`src/rtl/run_ctrl_pkg.sv`:
```
// rtl/run_ctrl_pkg.sv - shared types and constants for the run/display controller
package run_ctrl_pkg;

    localparam int STATUS_W = 32;

    typedef enum logic [1:0] {
        IDLE  = 2'd0,
        START = 2'd1,
        RUN   = 2'd2,
        DONE  = 2'd3
    } run_state_t;

    localparam logic [1:0] PG_CLK   = 2'd0;
    localparam logic [1:0] PG_FILT  = 2'd1;
    localparam logic [1:0] PG_A0    = 2'd2;
    localparam logic [1:0] PG_PARAM = 2'd3;

    // Maps a page index onto one of the four status words.
    function automatic logic [STATUS_W-1:0] page_word(
        input logic [1:0]          pg,
        input logic [STATUS_W-1:0] w_clk,
        input logic [STATUS_W-1:0] w_filt,
        input logic [STATUS_W-1:0] w_a0,
        input logic [STATUS_W-1:0] w_param
    );
        logic [STATUS_W-1:0] w;
        case (pg)
            PG_CLK:  w = w_clk;
            PG_FILT: w = w_filt;
            PG_A0:   w = w_a0;
            default: w = w_param;
        endcase
        return w;
    endfunction

endpackage

```
`src/rtl/btn_debounce.sv`:
```
// rtl/btn_debounce.sv - button synchronizer, debouncer and press-edge detector
// Ports:
//   clk, rst  - clock, asynchronous active-high reset
//   btn_raw   - raw button level, asynchronous to clk
//   press     - one-cycle pulse when the accepted level rises
module btn_debounce #(
    parameter int DEBOUNCE_CYCLES = 1000000
) (
    input  logic clk,
    input  logic rst,
    input  logic btn_raw,
    output logic press
);

    localparam int CW = (DEBOUNCE_CYCLES > 1) ? $clog2(DEBOUNCE_CYCLES) : 1;
    localparam logic [CW-1:0] TERM = CW'(DEBOUNCE_CYCLES - 1);

    logic          sync_1;
    logic          sync_2;
    logic          level;
    logic [CW-1:0] cnt;

    // cnt counts consecutive cycles in which the synchronized level differs
    // from the accepted one; returning to the accepted level clears it, so
    // any bounce restarts the stability window.
    always_ff @(posedge clk or posedge rst) begin
        if (rst) begin
            sync_1 <= 1'b0;
            sync_2 <= 1'b0;
            level  <= 1'b0;
            cnt    <= '0;
            press  <= 1'b0;
        end else begin
            sync_1 <= btn_raw;
            sync_2 <= sync_1;
            press  <= 1'b0;
            if (sync_2 == level) begin
                cnt <= '0;
            end else if (cnt == TERM) begin
                cnt   <= '0;
                level <= sync_2;
                press <= sync_2;
            end else begin
                cnt <= cnt + CW'(1);
            end
        end
    end

endmodule

```
`src/rtl/run_display_ctrl.sv`:
```
// rtl/run_display_ctrl.sv - run controller and seven-segment page scheduler
// Ports:
//   clk, rst                 - clock, asynchronous active-high reset
//   btn_raw                  - raw start button
//   swt_0, swt_1             - manual page select
//   auto_rotate              - 1 = timed page rotation
//   done                     - core run-complete level
//   parameters, reg_a0,
//   filter_clk_counter,
//   clk_counter              - live status words
//   start_pulse              - one-cycle start request
//   busy                     - run in flight
//   page                     - displayed page index
//   ss_value                 - word driven to the digit decoders
module run_display_ctrl
    import run_ctrl_pkg::*;
#(
    parameter int DEBOUNCE_CYCLES = 1000000,
    parameter int ROTATE_CYCLES   = 100000000
) (
    input  logic                clk,
    input  logic                rst,
    input  logic                btn_raw,
    input  logic                swt_0,
    input  logic                swt_1,
    input  logic                auto_rotate,
    input  logic                done,
    input  logic [STATUS_W-1:0] parameters,
    input  logic [STATUS_W-1:0] reg_a0,
    input  logic [STATUS_W-1:0] filter_clk_counter,
    input  logic [STATUS_W-1:0] clk_counter,
    output logic                start_pulse,
    output logic                busy,
    output logic [1:0]          page,
    output logic [STATUS_W-1:0] ss_value
);

    localparam int RW = (ROTATE_CYCLES > 1) ? $clog2(ROTATE_CYCLES) : 1;
    localparam logic [RW-1:0] ROT_TERM = RW'(ROTATE_CYCLES - 1);

    run_state_t          state;
    run_state_t          state_next;
    logic                press;
    logic                done_q;
    logic                done_rise;
    logic                auto_q;
    logic [RW-1:0]       rot_cnt;
    logic [STATUS_W-1:0] snap [4];

    btn_debounce #(
        .DEBOUNCE_CYCLES(DEBOUNCE_CYCLES)
    ) u_btn (
        .clk     (clk),
        .rst     (rst),
        .btn_raw (btn_raw),
        .press   (press)
    );

    assign done_rise = done & ~done_q;

    always_ff @(posedge clk or posedge rst) begin
        if (rst) begin
            state       <= IDLE;
            done_q      <= 1'b0;
            start_pulse <= 1'b0;
            busy        <= 1'b0;
        end else begin
            state       <= state_next;
            done_q      <= done;
            start_pulse <= (state_next == START);
            busy        <= (state_next == RUN);
        end
    end

    // Press is simply not looked at in RUN, so a press coinciding with
    // completion is dropped.
    always_comb begin
        state_next = state;
        case (state)
            IDLE:    if (press) state_next = START;
            START:   state_next = RUN;
            RUN:     if (done_rise) state_next = DONE;
            DONE:    if (press) state_next = START;
            default: state_next = IDLE;
        endcase
    end

    always_ff @(posedge clk or posedge rst) begin
        if (rst) begin
            for (int i = 0; i < 4; i++) snap[i] <= '0;
        end else if (state == RUN && done_rise) begin
            snap[PG_CLK]   <= clk_counter;
            snap[PG_FILT]  <= filter_clk_counter;
            snap[PG_A0]    <= reg_a0;
            snap[PG_PARAM] <= parameters;
        end
    end

    // Manual mode is tested first, so a falling auto_rotate always wins over
    // a rotate terminal count in the same cycle.
    always_ff @(posedge clk or posedge rst) begin
        if (rst) begin
            auto_q  <= 1'b0;
            rot_cnt <= '0;
            page    <= PG_CLK;
        end else begin
            auto_q <= auto_rotate;
            if (!auto_rotate) begin
                page    <= {swt_1, swt_0};
                rot_cnt <= '0;
            end else if (!auto_q) begin
                rot_cnt <= '0;
            end else if (rot_cnt == ROT_TERM) begin
                rot_cnt <= '0;
                page    <= page + 2'd1;
            end else begin
                rot_cnt <= rot_cnt + RW'(1);
            end
        end
    end

    always_ff @(posedge clk or posedge rst) begin
        if (rst) begin
            ss_value <= '0;
        end else if (state == DONE) begin
            ss_value <= snap[page];
        end else begin
            ss_value <= page_word(page, clk_counter, filter_clk_counter,
                                  reg_a0, parameters);
        end
    end

endmodule

```
`config.mk`:
```
export PLATFORM = sky130hd
export DESIGN_NAME = run_display_ctrl
export DESIGN_NICKNAME = d
export VERILOG_FILES = /design/src/rtl/run_ctrl_pkg.sv /design/src/rtl/btn_debounce.sv /design/src/rtl/run_display_ctrl.sv
export SDC_FILE = /design/constraint.sdc
export NUM_CORES = 1
export LEC_CHECK = 0
export ABC_AREA = 1
export BUFFER_PORTS_ARGS = -buffer_cell sky130_fd_sc_hd__buf_2
export CAP_MARGIN = 20
export CORE_AREA = 2 2 159 161
export CTS_CLUSTER_SIZE = 20
export DETAILED_ROUTE_END_ITERATION = 7
export DIE_AREA = 0 0 161 163
export HOLD_SLACK_MARGIN = 0.03
export PLACE_DENSITY = 0.68
export SETUP_SLACK_MARGIN = 0.1
export SLEW_MARGIN = 40
export SYNTH_ARGS = -nofsm -noshare
export SYNTH_HDL_FRONTEND = slang
export SYNTH_SLANG_ARGS = --single-unit
```
`constraint.sdc`:
```
create_clock -name clk -period 15.6 [get_ports clk]
set_clock_uncertainty 0.2 [all_clocks]
set_input_delay 0 -clock clk [delete_from_list [all_inputs] [get_ports clk]]
set_output_delay 0 -clock clk [all_outputs]
set_load 0.01 [all_outputs]
```
### After elaboration in Yosys (flattened, before gate mapping)

Cells that the tools add are included.

* add/subtract/negate cells: 3
* order comparisons: 1
* eq/ne operators: 12
* mux-type cells: 18
* bitwise gates (word level): 4
* reductions and logical operators: 6

Operators with widths (number)
* 2-to-1 mux 32 bit: 3
* case mux 32 bit (3 select lines): 1
* 2-to-1 mux 27 bit: 3
* binary-select mux 32 bit (select 2 bit): 1
* 2-to-1 mux 20 bit: 2
* adder 27 x 1 -> 27 bit (second input constant): 1
* equality test 27 bit (second input constant): 1
* adder 20 x 1 -> 20 bit (second input constant): 1
* equality test 20 bit (second input constant): 1
* 2-to-1 mux 2 bit: 5
* equality test 2 bit (second input constant): 4
* equality test 2 x 1 -> 1 bit (second input constant): 3
* case mux 2 bit (3 select lines): 1
* zero test 2 bit: 2
* != test 2 x 1 -> 1 bit (second input constant): 2
* AND reduction 2 bit: 2
* >= comparator 3 bit (second input constant): 1
* NOT 2 -> 3 bit: 1
* adder 2 x 1 -> 2 bit (second input constant): 1
* 2-to-1 mux 1 bit: 2
* NOT 1 bit: 2
* OR reduction 2 bit: 1
* bitwise AND 1 bit: 1
* equality test 1 bit: 1
* logical AND 1 bit: 1

* register bits after elaboration: 219
* input bits: 135
* output and inout port bits: 36
* word-level logic and storage cells: 61

### Longest topological paths before layout

Gate-level depths: netlist of the first run.

* depth after elaboration: 5
* gate-level depth with buffers: 10
* depth with buffers taken out: 9

### Hierarchy

Synthesis of the first run repeated with hierarchy kept, for this count alone.

* cells, all modules: 1274
* area, all modules: 10946.7 um2

By module, submodules not included
* run_display_ctrl: instances 1, cells each 1110, area each 9648.0 um2, sequential area each 4879.7 um2
* btn_debounce: instances 1, cells each 164, area each 1298.7 um2, sequential area each 600.6 um2

### Worst setup path after synthesis of the first run

No wires, ideal clock.

* path kind: register to register
* from: reg page[0]
* to: reg ss_value[1]
* setup time: 0.124 ns
* arrival: 1.691 ns
* data required time: 15.276 ns
* slack: 13.585 ns
* stages on the path, launching flop included: 10
* path buffers: 3
* clock period less this slack: 2.015 ns
* path through: dfrtp_1 > inv_1 > buf_2 > buf_2 > ha_1 > inv_1 > clkbuf_1 > o221ai_1 > o211ai_1 > nand2_1

* longest elaborated chain between the ends: 5
* elaborated cells on any way between the ends: 9
* classes of those cells: 2 x eq/ne; 5 x mux; 1 x bitwise; 1 x reduce/logical

RTL lines
* start: declaration: RTL line run_display_ctrl.sv:34 `output logic [1:0] page,`
* start signal: assignment: RTL line run_display_ctrl.sv:109 `page <= {swt_1, swt_0};`
* start signal: assignment: RTL line run_display_ctrl.sv:115 `page <= page + 2'd1;`
* NOT 2 -> 3 bit (implied by the code): RTL line run_display_ctrl.sv:126 `ss_value <= snap[page];`
* binary-select mux 32 bit (select 2 bit): RTL line run_display_ctrl.sv:126
* 2-to-1 mux 32 bit (implied by the code) (2 in a row): RTL line run_display_ctrl.sv:126
* 2-to-1 mux 32 bit (*): RTL line run_display_ctrl.sv:125 `end else if (state == DONE) begin`
* end signal: assignment: RTL line run_display_ctrl.sv:126
* end signal: assignment: RTL line run_display_ctrl.sv:128 `ss_value <= page_word(page, clk_counter, filter_clk_counter,`
* end: declaration: RTL line run_display_ctrl.sv:35 `output logic [STATUS_W-1:0] ss_value`

Mark *: on every way between the ends. The rest lies on a longest branch, timed or not. The select of a mux whose other input is x is not followed.
A chain may end at the register's enable or synchronous reset.

### Final worst setup path of the first run

* from: reg page[0]
* to: reg ss_value[13]

The elaborated chain is that of the path after synthesis.

==> results of run 1 <==
[through the flow]
step	setup slack, ps	area (sq um)
global route	11810	14460
CTS	12040	14430
finish	11900	14460
global placement	12020	11890
detailed placement	12530	11900
floorplan	9407	10850
[flip-flops by register name (all words and copies together), names as in the netlist]
name,cells
auto_q,1
busy,1
done_q,1
page,2
rot_cnt,27
snap,128
ss_value,32
start_pulse,1
state,2
u_btn.cnt,20
u_btn.level,1
u_btn.press,1
u_btn.sync_1,1
u_btn.sync_2,1
[cells in the mapped netlist]
cell and count:
ha_1 9, nor3b_1 1, inv_2 2, nor2_2 3, o21ai_0 133, buf_4 1
nor2_4 1, buf_6 1, nand4_1 3, nor2_1 190, nor3_1 12, o211ai_1 33
xnor2_1 5, clkbuf_1 40, nand2_1 257, o22ai_1 32, nand2_2 3, o221ai_1 32
buf_1 3, inv_1 128, dfrtp_1 219, or2_2 1, clkinv_1 1, mux2_2 64
nand3b_4 1, a21oi_1 38, nand3_1 28, xor2_1 15, nor2b_1 1, nor3_2 1
buf_2 21
[routing by layer]
layer / track usage (%) / vias to the layer above
li1: - / 4832
met1: 32.00 / 4769
met2: 40.28 / 443
met3: 3.922 / 91
met4: 8.563 / 0
met5: 0 / -
[final cells by class]
class,count,area [sq um],area share (%)
Antenna cell,4,10.01,0.06925
Clock buffer,40,782.0,5.410
Clock inverter,4,48.80,0.3376
Inverter,131,504.2,3.488
Multi-Input combinational cell,863,4593,31.78
Sequential cell,219,5482,37.92
Tap cell,330,412.9,2.856
Timing Repair Buffer,347,2623,18.14
[worst max-delay path by stage]
stage                  from           end  slack (ps)  depth (start not counted)
finish              page[0]  ss_value[13]       11900                          6
global route        page[0]  ss_value[22]       11810                          6
CTS                 page[0]   ss_value[1]       12040                          6
detailed placement  page[0]  ss_value[24]       12530                          5
global placement    page[1]   ss_value[2]       12020                          7
floorplan               rst        auto_q        9410                          1
[worst max-delay path, stage by stage (launching register included)]
cell and delay, ps:
dfrtp_2 360, buf_4 590, ha_2 870, inv_2 550
o211ai_1 340, dlygate4sd3_1 600, nand2_1 60
[power by group]
group | total, uW | internal [uW] | switching (uW)
Clock | 588 | 357 | 231
Sequential | 893 | 784 | 109
Combinational | 602 | 288 | 313
Total | 2080 | 1430 | 654
[cells by family (layout without fill, tap and decap cells)]
family / Yosys count / in the layout / share of synthesized area, %
AO/OA/AOI/OAI: 268 / 268 / 14.61
AND/OR/NAND/NOR: 502 / 502 / 18.40
other: 0 / 4 / 0
adder cells (fa/ha/maj): 9 / 9 / 1.038
multiplexers: 64 / 64 / 6.645
flip-flops: 219 / 219 / 50.53
buffers and inverters: 197 / 522 / 7.164
XOR/XNOR: 20 / 20 / 1.615
[timing repair]
item / in CTS / in global routing
hold buffers: 169 / 0
buffers inserted: 0 / 0
hold endpoints to repair: 312 / 0
==> summary.txt, run 1 <==
Outcome
  • Status: complete, no violations

Route
  • Metal2 WL: 15100 um
  • M1 WL: 13670 um
  • DRC errors left: 0
  • Final ANT Viol Nets: 0
  • DR vias/cell: ~5.2
  • Top sig layer: met4
  • Iter 0 DRT Violations: 861
  • Final WL: 31980 um
  • Met3 Routed Length: 2126 um
  • Total number of vias: 10140
  • WL/cell: 16.50 um
  • Pre-antenna DRT Iters: 7

Setup path
  • Reg-to-Reg Start: page[0]
  • R2R Setup Slk: 11900 ps
  • FF-to-FF path depth: 6
  • Worst Path Arrival: 3910 ps
  • CP endpoint kind: flop
  • RR Endpoint: ss_value[13]
  • Crit path max fanout: 69
  • Crit path required time: 15810 ps
  • Kind of critical path: reg -> reg
  • Worst setup SP type: flop

Flow run
  • Max_cap viols: 0

Pwr
  • Static leakage power: 0.006767 uW
  • PwrDens: 144.1 mW/mm^2
  • Worst IR drop on VDD: 0.09553 mV
  • Final Power: 2083 uW

GRT
  • Antenna violations before repair: 4
  • Grt ovf: 0
  • Largest net degree at the start of global routing: 138
  • Tot GR Track Use: 24.13%
  • First-pass GRT wire length: 50830 um
  • Vias in the first global route: 9849

Final layout
  • Final net count: approximately 1700
  • Fin util: 58.59%
  • Most common cell after layout, fill and taps aside: nand2_1
  • Most frequent cells in the layout: nand2_1 (257), dfrtp_1 (218), nor2_1 (190)
  • Fill cells: about 2100
  • Layout cells sized above 1: 18.89%
  • Area Growth Syn to Fin: 33.28%
  • Final cell count without fillers: 1938

Yosys
  • Syn nets: about 1400
  • Sequential share of the synthesized area: 50.53%
  • Cell variety after synth: 31
  • Avg Cell Area, Syn: 8.480 sq um
  • Mapped Area: 0.01085 sq mm
  • Post-synth top area cell: dfrtp_1
  • Yosys warns: 0
  • Synth area leaders: dfrtp_1 (51%), nand2_1 (8.9%), mux2_2 (6.6%)
  • Synthesized flop and latch total: around 220
  • Post-synth top area share: just over 50%
  • Gate Count Post-Synth: 1279

Clocking
  • Clock Sinks: 219
  • CTS tree: built
  • CTS clk-pin slew, worst paths: 60 ps
  • TritonCTS Buffers: 25
  • Post-CTS sizing: 0
  • CTS H-tree lvls: 1
  • Worst skew pair latency: 530 ps
  • Clk Tree Root Cell: clkbuf_16
  • Clk buf depth: 3

Floorplan
  • Die ar.: 0.02624 sq mm
  • Die H: 163 um
  • Num rows: 58
  • Num ports: 171
  • Initial core utilization: 43.96%
  • Core Footprint: 0.02467 sq mm
  • Die X: 161 um

STA
  • Max-slew headroom: 44.57%
  • WHS: 64.26 ps
  • Fin. max-slew vios: 0
  • Fmax: 0.2703 GHz
  • Worst slew pin tran: 831.5 ps
  • Fin. Hold Viols: 0
  • Final worst path period share: 23.71%
  • Post-layout minimum cycle time: 3699 ps
  • Setup TNS: 0 ps
  • RSZ-0062 raised after global routing: false
  • Setup Viol. Count Final: 0

Hold path
  • Hold Crit Endpoint: ss_value[20]
  • Hold_sp: parameters[20]
  • Worst Hold Depth: 4
  • Hold Crit Class: in -> reg

Placed design
  • Port Buffers: 170
  • Hpwl dp: 19020 um
  • DP Cell Count: around 1700
  • GPL Wtd Cong: 0.8633
(Power assumes the default switching activity.)
==> inputs of run 2 (changes only) <==
==> constraint.sdc (replaced) <==
create_clock -name clk -period 3.9 [get_ports clk]
set_clock_uncertainty 0.2 [all_clocks]
set_input_delay 0 -clock clk [delete_from_list [all_inputs] [get_ports clk]]
set_output_delay 0 -clock clk [all_outputs]
set_load 0.01 [all_outputs]
==> summary.txt, run 2 (synthesis results as in run 1) <==
GRT
  • Largest net degree at the start of global routing: 89 (-36%)
  • Vias in the first global route: 10290 (+4.4%)
  • Grt ovf: 0 (unchanged)
  • Tot GR Track Use: 24.94% (+0.81 points)
  • First-pass GRT wire length: 52740 um (+3.8%)
  • Antenna violations before repair: 3 (-1)

Clocking
  • Clk buf depth: 3 (unchanged)
  • CTS Hold Buffers Added: 170 (+0.59%)
  • TritonCTS Buffers: 25 (unchanged)
  • CTS H-tree lvls: 1 (unchanged)
  • Post-CTS setup buffers: 0 (unchanged)
  • Clock Sinks: 219 (unchanged)
  • CTS clk-pin slew, worst paths: 60 ps (about the same)
  • Worst skew pair latency: 530 ps (about the same)
  • CTS tree: built
  • Clk Tree Root Cell: clkbuf_16
  • Post-CTS sizing: 0 (unchanged)

Route
  • Total number of vias: 10360 (+2.2%)
  • Iter 0 DRT Violations: 1005 (+17%)
  • Final WL: 32930 um (+3.0%)
  • Pre-antenna DRT Iters: 8 (+1)
  • Final ANT Viol Nets: 0 (unchanged)
  • WL/cell: 16.87 um (+2.2%)
  • DR vias/cell: 5.305 (+1.4%)
  • DRC errors left: 0 (unchanged)

Setup path
  • Worst setup SP type: flop
  • R2R Setup Slk: 490 ps (-11410 ps)
  • CP endpoint kind: flop
  • FF-to-FF path depth: 9 (+3)
  • Worst Path Arrival: 3600 ps (-310 ps)
  • Cell repeated most along the worst path: buf_4
  • Kind of critical path: reg -> reg
  • Crit path max fanout: 29 (-58%)
  • Reg-to-Reg Start: page[0]
  • Crit-path cells: inv_2, buf_4, ha_1, inv_1, buf_4, o221ai_1, o211ai_1, dlygate4sd3_1, nand2_1
  • CP peak stage delay: 660 ps (-210 ps)
  • CP max stage cell: dfrtp_2
  • RR Endpoint: ss_value[12]
  • Crit path required time: 4090 ps (-11720 ps)

Final layout
  • Layout cells sized above 1: 19.51% (+0.62 points)
  • Most common cell after layout, fill and taps aside: nand2_1
  • Biggest register: snap
  • Final net count: 1745 (+0.81%)
  • Largest registers: snap: 128 flops, ss_value: 32 flops, rot_cnt: 27 flops
  • Most frequent cells in the layout: nand2_1 (257), dfrtp_1 (218), nor2_1 (190)
  • Final cell count without fillers: 1952 (+0.72%)
  • Area Growth Syn to Fin: 36.41%
  • Max reg flops: 128 (unchanged)

Floorplan
  • Num rows: 58 (unchanged)
  • Initial core utilization: 43.96% (unchanged)
  • Die X: 161 um (unchanged)
  • Core Footprint: 0.02467 sq mm (unchanged)
  • Num ports: 171 (unchanged)
  • Die ar.: 0.02624 sq mm (unchanged)
  • Die H: 163 um (unchanged)

STA
  • RSZ-0062 raised after global routing: false
  • Fin. max-slew vios: 0 (unchanged)
  • WHS: 58.11 ps (-6.151 ps)
  • Final worst path period share: 87.35% (+64 points)
  • Fin. Hold Viols: 0 (unchanged)
  • Max-slew headroom: 53.39% (+8.8 points)
  • Post-layout minimum cycle time: 3407 ps (-292.6 ps)
  • Worst slew pin tran: 698.4 ps (-133.1 ps)
  • Fmax: 0.2936 GHz (+8.6%)
  • Setup Viol. Count Final: 0 (unchanged)
  • Setup TNS: 0 ps (unchanged)

Placed design
  • Hpwl dp: 20340 um (+6.9%)
  • Port Buffers: 170 (unchanged)
  • GPL Wtd Cong: 0.9424 (+9.2%)
  • DP Cell Count: 1734 (+0.81%)

Pwr
  • PwrDens: 603.5 mW/mm^2 (+320%)
  • Final Power: 8928 uW (+330%)
  • Worst IR drop on VDD: 0.3663 mV (+280%)
  • Static leakage power: 0.006927 uW (+2.4%)

Hold path
  • Hold Crit Endpoint: snap[60]
  • Worst Hold Depth: 3 (-1)
  • Hold_sp: reg_a0[28]
  • Hold Crit Class: in -> reg

Outcome
  • Status: complete, no violations

Flow run
  • Max_cap viols: 0 (unchanged)
-- run 2: changes by cell type in the layout (fill, tap and decap cells not counted), sizes merged --
cell	previous run	this run
inv	131	130
buf	178	191
clkinv	3	1
bufinv	1	8
diode	4	2
dlygate4sd3	169	170
clkinvlp	0	2
clkbuf	40	36
-- run 2: cell type report --
class	count	area (sq um)
diodes	2	5.005
well taps	330	412.9
inverters	131	495.5
clock buffers	36	757.0
repair buffers	361	2793
multi-input cells	863	4593
flip-flops and latches	219	5482
fillers	2080	9879
clock inverters	10	256.5
-- run 2: worst max-delay path: cells and delay by family, from the launching register on --
family	cells	cell delay, ps
buffers and inverters	5	1860
flip-flops	1	660
AO/OA/AOI/OAI	2	240
adder cells (fa/ha/maj)	1	220
AND/OR/NAND/NOR	1	80
-- run 2: worst max-delay path by stage --
stage	startpoint	slack, ps	to
5_1_grt	page[0]	420	ss_value[12]
3_5_place_dp	page[0]	1180	ss_value[31]
3_3_place_gp	page[0]	1230	ss_value[31]
4_1_cts	page[0]	620	ss_value[11]
2_1_floorplan	rst	850	auto_q
6_report	page[0]	490	ss_value[12]
-- run 2: power by group --
part,switching [uW],total (uW),leakage [uW],internal [uW]
Sequential,478,3610,0.00274,3140
Clock,955,2830,0.000493,1870
Combinational,1290,2490,0.00369,1200
-- run 2: routing by layer --
| metal | GRT usage, % | vias to the layer above | share of wire (%) | routed length (um) |
|---|---|---|---|---|
| met5 | 0 | - | 0.033 | 11 |
| met4 | 10.35 | 2 | 3.4 | 1111 |
| met3 | 4.482 | 87 | 7.8 | 2580 |
| met2 | 41.07 | 480 | 46 | 15210 |
| met1 | 32.66 | 4925 | 43 | 14020 |
| li1 | - | 4862 | - | - |
-- run 2: per-stage QoR --
stage	instance area, sq um	setup WS, ps	utilization, %
floorplan	10850	845.9	-
global placement	12050	1231	48.82
detailed placement	12070	1178	48.94
CTS	14790	622.5	59.94
global route	14790	415.4	59.96
finish	14790	493.4	59.96
